`config.mk`:
```
export PLATFORM = sky130hd
export DESIGN_NAME = ofs_plat_prim_credit_sender
export DESIGN_NICKNAME = d
export VERILOG_FILES = /design/src/rtl/ofs_plat_prim_credit_pkg.sv /design/src/rtl/ofs_plat_prim_credit_sender_fifo.sv /design/src/rtl/ofs_plat_prim_credit_sender.sv
export SDC_FILE = /design/constraint.sdc
export NUM_CORES = 1
export LEC_CHECK = 0
export CAP_MARGIN = 5
export CORE_ASPECT_RATIO = 1.75
export CORE_MARGIN = 2
export CORE_UTILIZATION = 52
export CTS_CLUSTER_SIZE = 28
export DETAILED_ROUTE_END_ITERATION = 10
export PLACE_DENSITY = 0.75
export SYNTH_ARGS = -nofsm -noshare
export SYNTH_HDL_FRONTEND = slang
export SYNTH_SLANG_ARGS = --single-unit
```
`constraint.sdc`:
```
create_clock -name clk -period 4.7 [get_ports clk]
set_clock_uncertainty 0.2 [all_clocks]
set_input_delay 0.47 -clock clk [delete_from_list [all_inputs] [get_ports clk]]
set_output_delay 0.47 -clock clk [all_outputs]
set_load 0.1 [all_outputs]
```
`src/rtl/ofs_plat_prim_credit_pkg.sv`:
```
// Shared types and helpers for the credit-flow-controlled sender.
//
// Contents:
//   t_credit_state  - FSM states of the credit sender
//   credit_cnt_bits - width needed to hold a credit count of 0..n

package ofs_plat_prim_credit_pkg;

    typedef enum logic [1:0] {
        ST_RUN,
        ST_DRAIN,
        ST_IDLE_FLUSHED,
        ST_ERROR
    } t_credit_state;

    function automatic int credit_cnt_bits(input int n);
        return $clog2(n + 1);
    endfunction

endpackage

```
`src/rtl/ofs_plat_prim_credit_sender_fifo.sv`:
```
// Small LUTRAM-style FIFO used as the sender's local holding buffer.
//
// Ports:
//   clk         in   clock
//   reset_n     in   synchronous reset, active-low
//   enq_data    in   word to enqueue
//   enq_en      in   enqueue strobe (caller guarantees notFull)
//   notFull     out  at least one free slot
//   almostFull  out  occupancy >= N_ENTRIES - THRESHOLD
//   first       out  head of the FIFO, valid when notEmpty
//   deq_en      in   dequeue strobe (caller guarantees notEmpty)
//   notEmpty    out  at least one entry held

module ofs_plat_prim_fifo_lutram #(
    parameter int N_DATA_BITS     = 32,
    parameter int N_ENTRIES       = 2,
    parameter int THRESHOLD       = 1,
    parameter int REGISTER_OUTPUT = 0
)(
    input  logic                   clk,
    input  logic                   reset_n,
    input  logic [N_DATA_BITS-1:0] enq_data,
    input  logic                   enq_en,
    output logic                   notFull,
    output logic                   almostFull,
    output logic [N_DATA_BITS-1:0] first,
    input  logic                   deq_en,
    output logic                   notEmpty
);

    localparam int PTR_W = (N_ENTRIES > 1) ? $clog2(N_ENTRIES) : 1;
    localparam int CNT_W = $clog2(N_ENTRIES + 1);

    logic [N_DATA_BITS-1:0] mem [N_ENTRIES];
    logic [PTR_W-1:0]       rd_ptr;
    logic [PTR_W-1:0]       wr_ptr;
    logic [CNT_W-1:0]       count;

    // Pointers wrap explicitly so non-power-of-two depths work.
    function automatic logic [PTR_W-1:0] ptr_inc(input logic [PTR_W-1:0] p);
        if (p == PTR_W'(N_ENTRIES - 1)) begin
            return '0;
        end
        return p + 1'b1;
    endfunction

    always_ff @(posedge clk) begin
        if (enq_en) begin
            mem[wr_ptr] <= enq_data;
        end
    end

    always_ff @(posedge clk) begin
        if (!reset_n) begin
            rd_ptr <= '0;
            wr_ptr <= '0;
            count  <= '0;
        end else begin
            if (enq_en) begin
                wr_ptr <= ptr_inc(wr_ptr);
            end
            if (deq_en) begin
                rd_ptr <= ptr_inc(rd_ptr);
            end
            case ({enq_en, deq_en})
                2'b10:   count <= count + 1'b1;
                2'b01:   count <= count - 1'b1;
                default: count <= count;
            endcase
        end
    end

    assign notFull    = (count < CNT_W'(N_ENTRIES));
    assign notEmpty   = (count != '0);
    assign almostFull = (count >= CNT_W'(N_ENTRIES - THRESHOLD));

    generate
        if (REGISTER_OUTPUT != 0) begin : g_reg_out
            logic [N_DATA_BITS-1:0] first_q;
            logic [PTR_W-1:0]       rd_nxt;
            logic                   bypass;

            // The new head is the incoming word when the FIFO would
            // otherwise be empty after this cycle's dequeue.
            assign rd_nxt = deq_en ? ptr_inc(rd_ptr) : rd_ptr;
            assign bypass = enq_en && ((count == '0) ||
                                       ((count == CNT_W'(1)) && deq_en));

            always_ff @(posedge clk) begin
                first_q <= bypass ? enq_data : mem[rd_nxt];
            end

            assign first = first_q;
        end else begin : g_comb_out
            assign first = mem[rd_ptr];
        end
    endgenerate

endmodule

```
`src/rtl/ofs_plat_prim_credit_sender.sv`:
```
// Transmit end of a credit-flow-controlled link. Words are accepted with
// ready/valid, held in a small local buffer, and launched one per cycle
// while a credit is held. The receiver returns one credit per dequeue.
//
// Ports:
//   clk            in   clock
//   reset          in   synchronous reset, active-high
//   in_data        in   upstream payload
//   in_valid       in   upstream payload valid
//   in_ready       out  registered; transfer when in_valid && in_ready
//   tx_valid       out  registered; one word launched to the receiver
//   tx_data        out  registered payload, meaningful only with tx_valid
//   credit_ret     in   credits returned this cycle
//   flush_req      in   level; stop accepting, drain, await all credits
//   flush_done     out  high while idle and fully flushed
//   credits_avail  out  current credit count
//   error          out  sticky credit-overflow indication
//
// state           | meaning
// ----------------+-----------------------------------------------------
// ST_RUN          | accepting input and sending while credits are held
// ST_DRAIN        | input blocked; sending out buffer, awaiting credits
// ST_IDLE_FLUSHED | buffer empty, all credits home; flush_done asserted
// ST_ERROR        | credit overflow seen; frozen until reset

module ofs_plat_prim_credit_sender
    import ofs_plat_prim_credit_pkg::*;
#(
    parameter int N_DATA_BITS       = 32,
    parameter int N_CREDITS         = 8,
    parameter int BUF_ENTRIES       = 2,
    parameter int RET_BITS          = 2,
    parameter bit FATAL_ON_OVERFLOW = 1'b1
)(
    input  logic                                  clk,
    input  logic                                  reset,
    input  logic [N_DATA_BITS-1:0]                in_data,
    input  logic                                  in_valid,
    output logic                                  in_ready,
    output logic                                  tx_valid,
    output logic [N_DATA_BITS-1:0]                tx_data,
    input  logic [RET_BITS-1:0]                   credit_ret,
    input  logic                                  flush_req,
    output logic                                  flush_done,
    output logic [credit_cnt_bits(N_CREDITS)-1:0] credits_avail,
    output logic                                  error
);

    localparam int CW = credit_cnt_bits(N_CREDITS);
    localparam logic [CW:0]   CRED_MAX  = (CW + 1)'(N_CREDITS);
    localparam logic [CW-1:0] CRED_INIT = CW'(N_CREDITS);

    t_credit_state          state;
    t_credit_state          state_next;
    logic                   send;
    logic                   enq;
    logic                   overflow;
    logic                   buf_full_next;
    logic [CW:0]            credits_next;

    logic                   buf_not_full;
    logic                   buf_almost_full;
    logic                   buf_not_empty;
    logic [N_DATA_BITS-1:0] buf_first;

    assign enq = in_valid && in_ready;

    ofs_plat_prim_fifo_lutram #(
        .N_DATA_BITS     (N_DATA_BITS),
        .N_ENTRIES       (BUF_ENTRIES),
        .THRESHOLD       (1),
        .REGISTER_OUTPUT (0)
    ) holding_buf (
        .clk        (clk),
        .reset_n    (!reset),
        .enq_data   (in_data),
        .enq_en     (enq),
        .notFull    (buf_not_full),
        .almostFull (buf_almost_full),
        .first      (buf_first),
        .deq_en     (send),
        .notEmpty   (buf_not_empty)
    );

    always_comb begin
        send = ((state == ST_RUN) || (state == ST_DRAIN)) &&
               buf_not_empty && (credits_avail != '0);

        // One extra bit so a return that overshoots N_CREDITS is visible.
        credits_next = {1'b0, credits_avail} - {{CW{1'b0}}, send} +
                       (CW + 1)'(credit_ret);

        overflow = (state != ST_ERROR) && (credits_next > CRED_MAX);

        state_next = state;
        if (overflow) begin
            state_next = ST_ERROR;
        end else begin
            case (state)
                ST_RUN: begin
                    if (flush_req) begin
                        state_next = ST_DRAIN;
                    end
                end
                ST_DRAIN: begin
                    if (!buf_not_empty && (credits_next == CRED_MAX) && !send) begin
                        state_next = ST_IDLE_FLUSHED;
                    end
                end
                ST_IDLE_FLUSHED: begin
                    if (!flush_req) begin
                        state_next = ST_RUN;
                    end
                end
                default: state_next = ST_ERROR;
            endcase
        end

        // in_ready is registered, so it must predict next cycle's fullness.
        // almostFull (one slot left) tells whether a lone enqueue fills it.
        case ({enq, send})
            2'b10:   buf_full_next = buf_almost_full;
            2'b01:   buf_full_next = 1'b0;
            default: buf_full_next = !buf_not_full;
        endcase
    end

    always_ff @(posedge clk) begin
        if (reset) begin
            state         <= ST_RUN;
            credits_avail <= CRED_INIT;
            in_ready      <= 1'b0;
            tx_valid      <= 1'b0;
            tx_data       <= '0;
            flush_done    <= 1'b0;
            error         <= 1'b0;
        end else begin
            state      <= state_next;
            in_ready   <= (state_next == ST_RUN) && !buf_full_next;
            tx_valid   <= send;
            flush_done <= (state_next == ST_IDLE_FLUSHED);
            if (send) begin
                tx_data <= buf_first;
            end
            // Credit count is frozen once the link is known to be corrupt.
            if (!overflow && (state != ST_ERROR)) begin
                credits_avail <= credits_next[CW-1:0];
            end
            if (overflow) begin
                error <= 1'b1;
            end
        end
    end

`ifndef SYNTHESIS
    always @(posedge clk) begin
        if (!reset && overflow && FATAL_ON_OVERFLOW) begin
            $fatal(1, "ofs_plat_prim_credit_sender: credit overflow");
        end
    end
`endif

endmodule

```
==> summary.txt <==
Critical path
  – Worst r2r src: credits_avail[3]
  – R2R setup slack: 1.53 ns
  – Critical path type: reg -> reg
  – Critical Path End: credits_avail[2]
  – Crit path launch: credits_avail[3]
  – Setup crit end kind: register
  – WP data arrival: 3.16 ns
  – Worst setup SP type: register
  – Req. time, crit path: 4.70 ns
  – R2R cell count: 13
  – Worst R2R End: credits_avail[2]
  – Crit path max fanout: 4

Die
  – Area of the core: 7910 µm²
  – # rows: 43
  – Ports: 78
  – Die W: 72.1 µm
  – Full die area: 8890 µm²
  – Starting Density: 53.4%
  – Die height: 123 µm

Synth
  – Post-synthesis sequential area ratio: 67.3%
  – Synth warn: 0
  – Mux share of post-synthesis cell area: 7.59%
  – Most frequent cells after synthesis: edfxtp_1, dfxtp_1, nor2_1
  – Post-synth top flop: edfxtp_1
  – Syn Area/Cell: 13.7 µm²
  – Post-synthesis adder-cell area fraction: 3.44%
  – Synth area leaders: edfxtp_1, dfxtp_1, mux2i_1
  – Largest family of logic cells by synthesized area: compound AO/OA/AOI/OAI gates
  – Syn Inst Count: 308
  – Synth Area in Simple Gates: 6.90%
  – Post-synth top area share: 45.5%
  – Post-synth EDFFs: 64
  – Fraction of registers with async set/reset: 0%
  – Most common cell in the synthesized netlist: edfxtp_1
  – Synthesized net count: 357
  – Compound-cell area share of the yosys netlist: 9.96%
  – Synth Area in XOR/XNOR: 1.63%
  – Post-synthesis register bit count: 110
  – Largest area contributor in the netlist: edfxtp_1
  – Post-Syn Area: 4220 µm²
  – Yosys cell types: 39

Timing
  – Setup slack after layout: 1.53 ns
  – Rel. slew slack: 29.9%
  – Fmax: 316 MHz
  – RSZ-0062 raised after global routing: no
  – Slew Viols, Final: 0
  – Setup TNS: 0 ns
  – Period minus WS final: 3.17 ns
  – Final period util: 67.3%
  – Final Setup Violations: 0
  – Worst Tran Pin Value: 1.05 ns
  – Final Hold Viols: 0

Layout
  – Number of diodes: 0
  – NumNets Final: 430
  – Layout cells sized above 1: 6.48%
  – Cell Count, Final, Fillers Out: 476
  – Layout area overhead: 26.8%

Hold path
  – Hold Path Class: reg -> reg

Routing
  – Antenna viol nets, final: 0
  – Final WL: 7730 µm
  – Vias per inst: 5.49
  – Drt pass-1 iters: 4
  – Vias: 2615
  – Routed len/inst: 16.2 µm
  – Starting DRT DRC Count: 134
  – DRC violations left: 0

Place
  – Place WS: 1.51 ns
  – PortBufs: 77
  – GP Congestion: 0.797
  – Placed wire-length estimate: 5060 µm
  – Placed cells: 460

CTS
  – Worst-path clk slew: 0.07 ns
  – CTS root buf: clkbuf_16
  – Post CTS Setup Buffer Count: 0
  – Clock buffer depth: 2
  – TritonCTS Sinks: 110
  – Post-CTS sizing: 0
  – Post-CTS Hold Buffers: 0
  – H-tree depth: 3
  – Worst-Skew Late Latency: 0.34 ns
  – CTS buffer count: 9
  – CTS tree: built

Global route
  – GR Util All Layers: 19.0%
  – Largest net degree at the start of global routing: 68
  – Antenna violations before repair: 0
  – Remaining Overflow, GRT: 0
  – Number of global-route vias before repair: 2665
  – First-pass GRT wire length: 12600 µm

Outcome
  – Outcome: finished, final reports clean

Flow run
  – Max_cap viols: 0
layout make-up:
type,instances,area [µm²]
flip-flops and latches,110,2840
fillers,573,2550
multi-input cells,166,1260
repair buffers,78,773
clock buffers,12,278
well taps,90,113
inverters,16,60.1
clock inverters,4,26.3
kinds of logic (layout without fill, tap and decap cells):
| family | count (synthesis) | in the layout |
|---|---|---|
| AO/OA/AOI/OAI | 55 | 55 |
| XOR/XNOR | 7 | 7 |
| flip-flops | 110 | 110 |
| buffers and inverters | 32 | 110 |
| AND/OR/NAND/NOR | 61 | 61 |
| adder cells (fa/ha/maj) | 11 | 11 |
| multiplexers | 32 | 32 |
routing by layer:
metal / GRT usage [%] / vias up / part of all wire (%)
li1: - / 1282 / -
met1: 21.6 / 1240 / 39
met2: 32.3 / 75 / 53
met3: 4.97 / 18 / 4.3
met4: 9.91 / 0 / 3.3
met5: 0 / - / 0
flip-flops by register name (all words and copies together), names as in the netlist:
register            cells
holding_buf.count       2
tx_valid                1
in_ready                1
error                   1
holding_buf.wr_ptr      1
flush_done              1
tx_data                32
credits_avail           4
holding_buf.rd_ptr      1
holding_buf.mem        64
state                   2
layout by cell type, fill, tap and decap left out, types with 3 or more instances in the layout:
cell,instances
a211oi_1,33
o21ai_0,3
inv_1,16
xor2_1,4
ha_1,10
edfxtp_1,64
clkdlybuf4s50_1,76
clkbuf_16,10
mux2i_1,32
nor2_1,42
nand3_1,3
o31ai_1,3
a21oi_1,4
dfxtp_1,45
critical path, cell delays in order, from the launching register on:
cell,delay [ns]
dfxtp_1,0.39
inv_1,0.12
ha_1,0.23
a211oi_4,0.24
ha_1,0.26
inv_1,0.06
ha_1,0.15
inv_1,0.05
fa_1,0.38
xor2_1,0.25
nand3b_1,0.13
o21a_1,0.16
o311ai_1,0.29
o31ai_1,0.11
worst min path at each step:
stage / start / end / slack (ns) / cells past startpoint
6_report: error / error / 0.29 / 1
3_5_place_dp: error / error / 0.28 / 1
4_1_cts: error / error / 0.29 / 1
3_3_place_gp: error / error / 0.25 / 1
2_1_floorplan: holding_buf.count[1] / holding_buf.count[1] / 0.26 / 2
5_1_grt: error / error / 0.32 / 1
metrics by stage:
stage / cell area, µm² / hold slack [ns] / util, %
after CTS: 5360 / 0.292 / 67.7
after global routing: 5360 / 0.316 / 67.7
after global placement: 5050 / 0.252 / 63.9
after floorplan: 4220 / 0.258 / -
after detailed placement: 5050 / 0.276 / 63.9
final: 5360 / 0.290 / 67.7
Power is left out: the tool's default activity adds up to more than one toggle a clock period on the data nets, which glitch-free logic cannot reach.
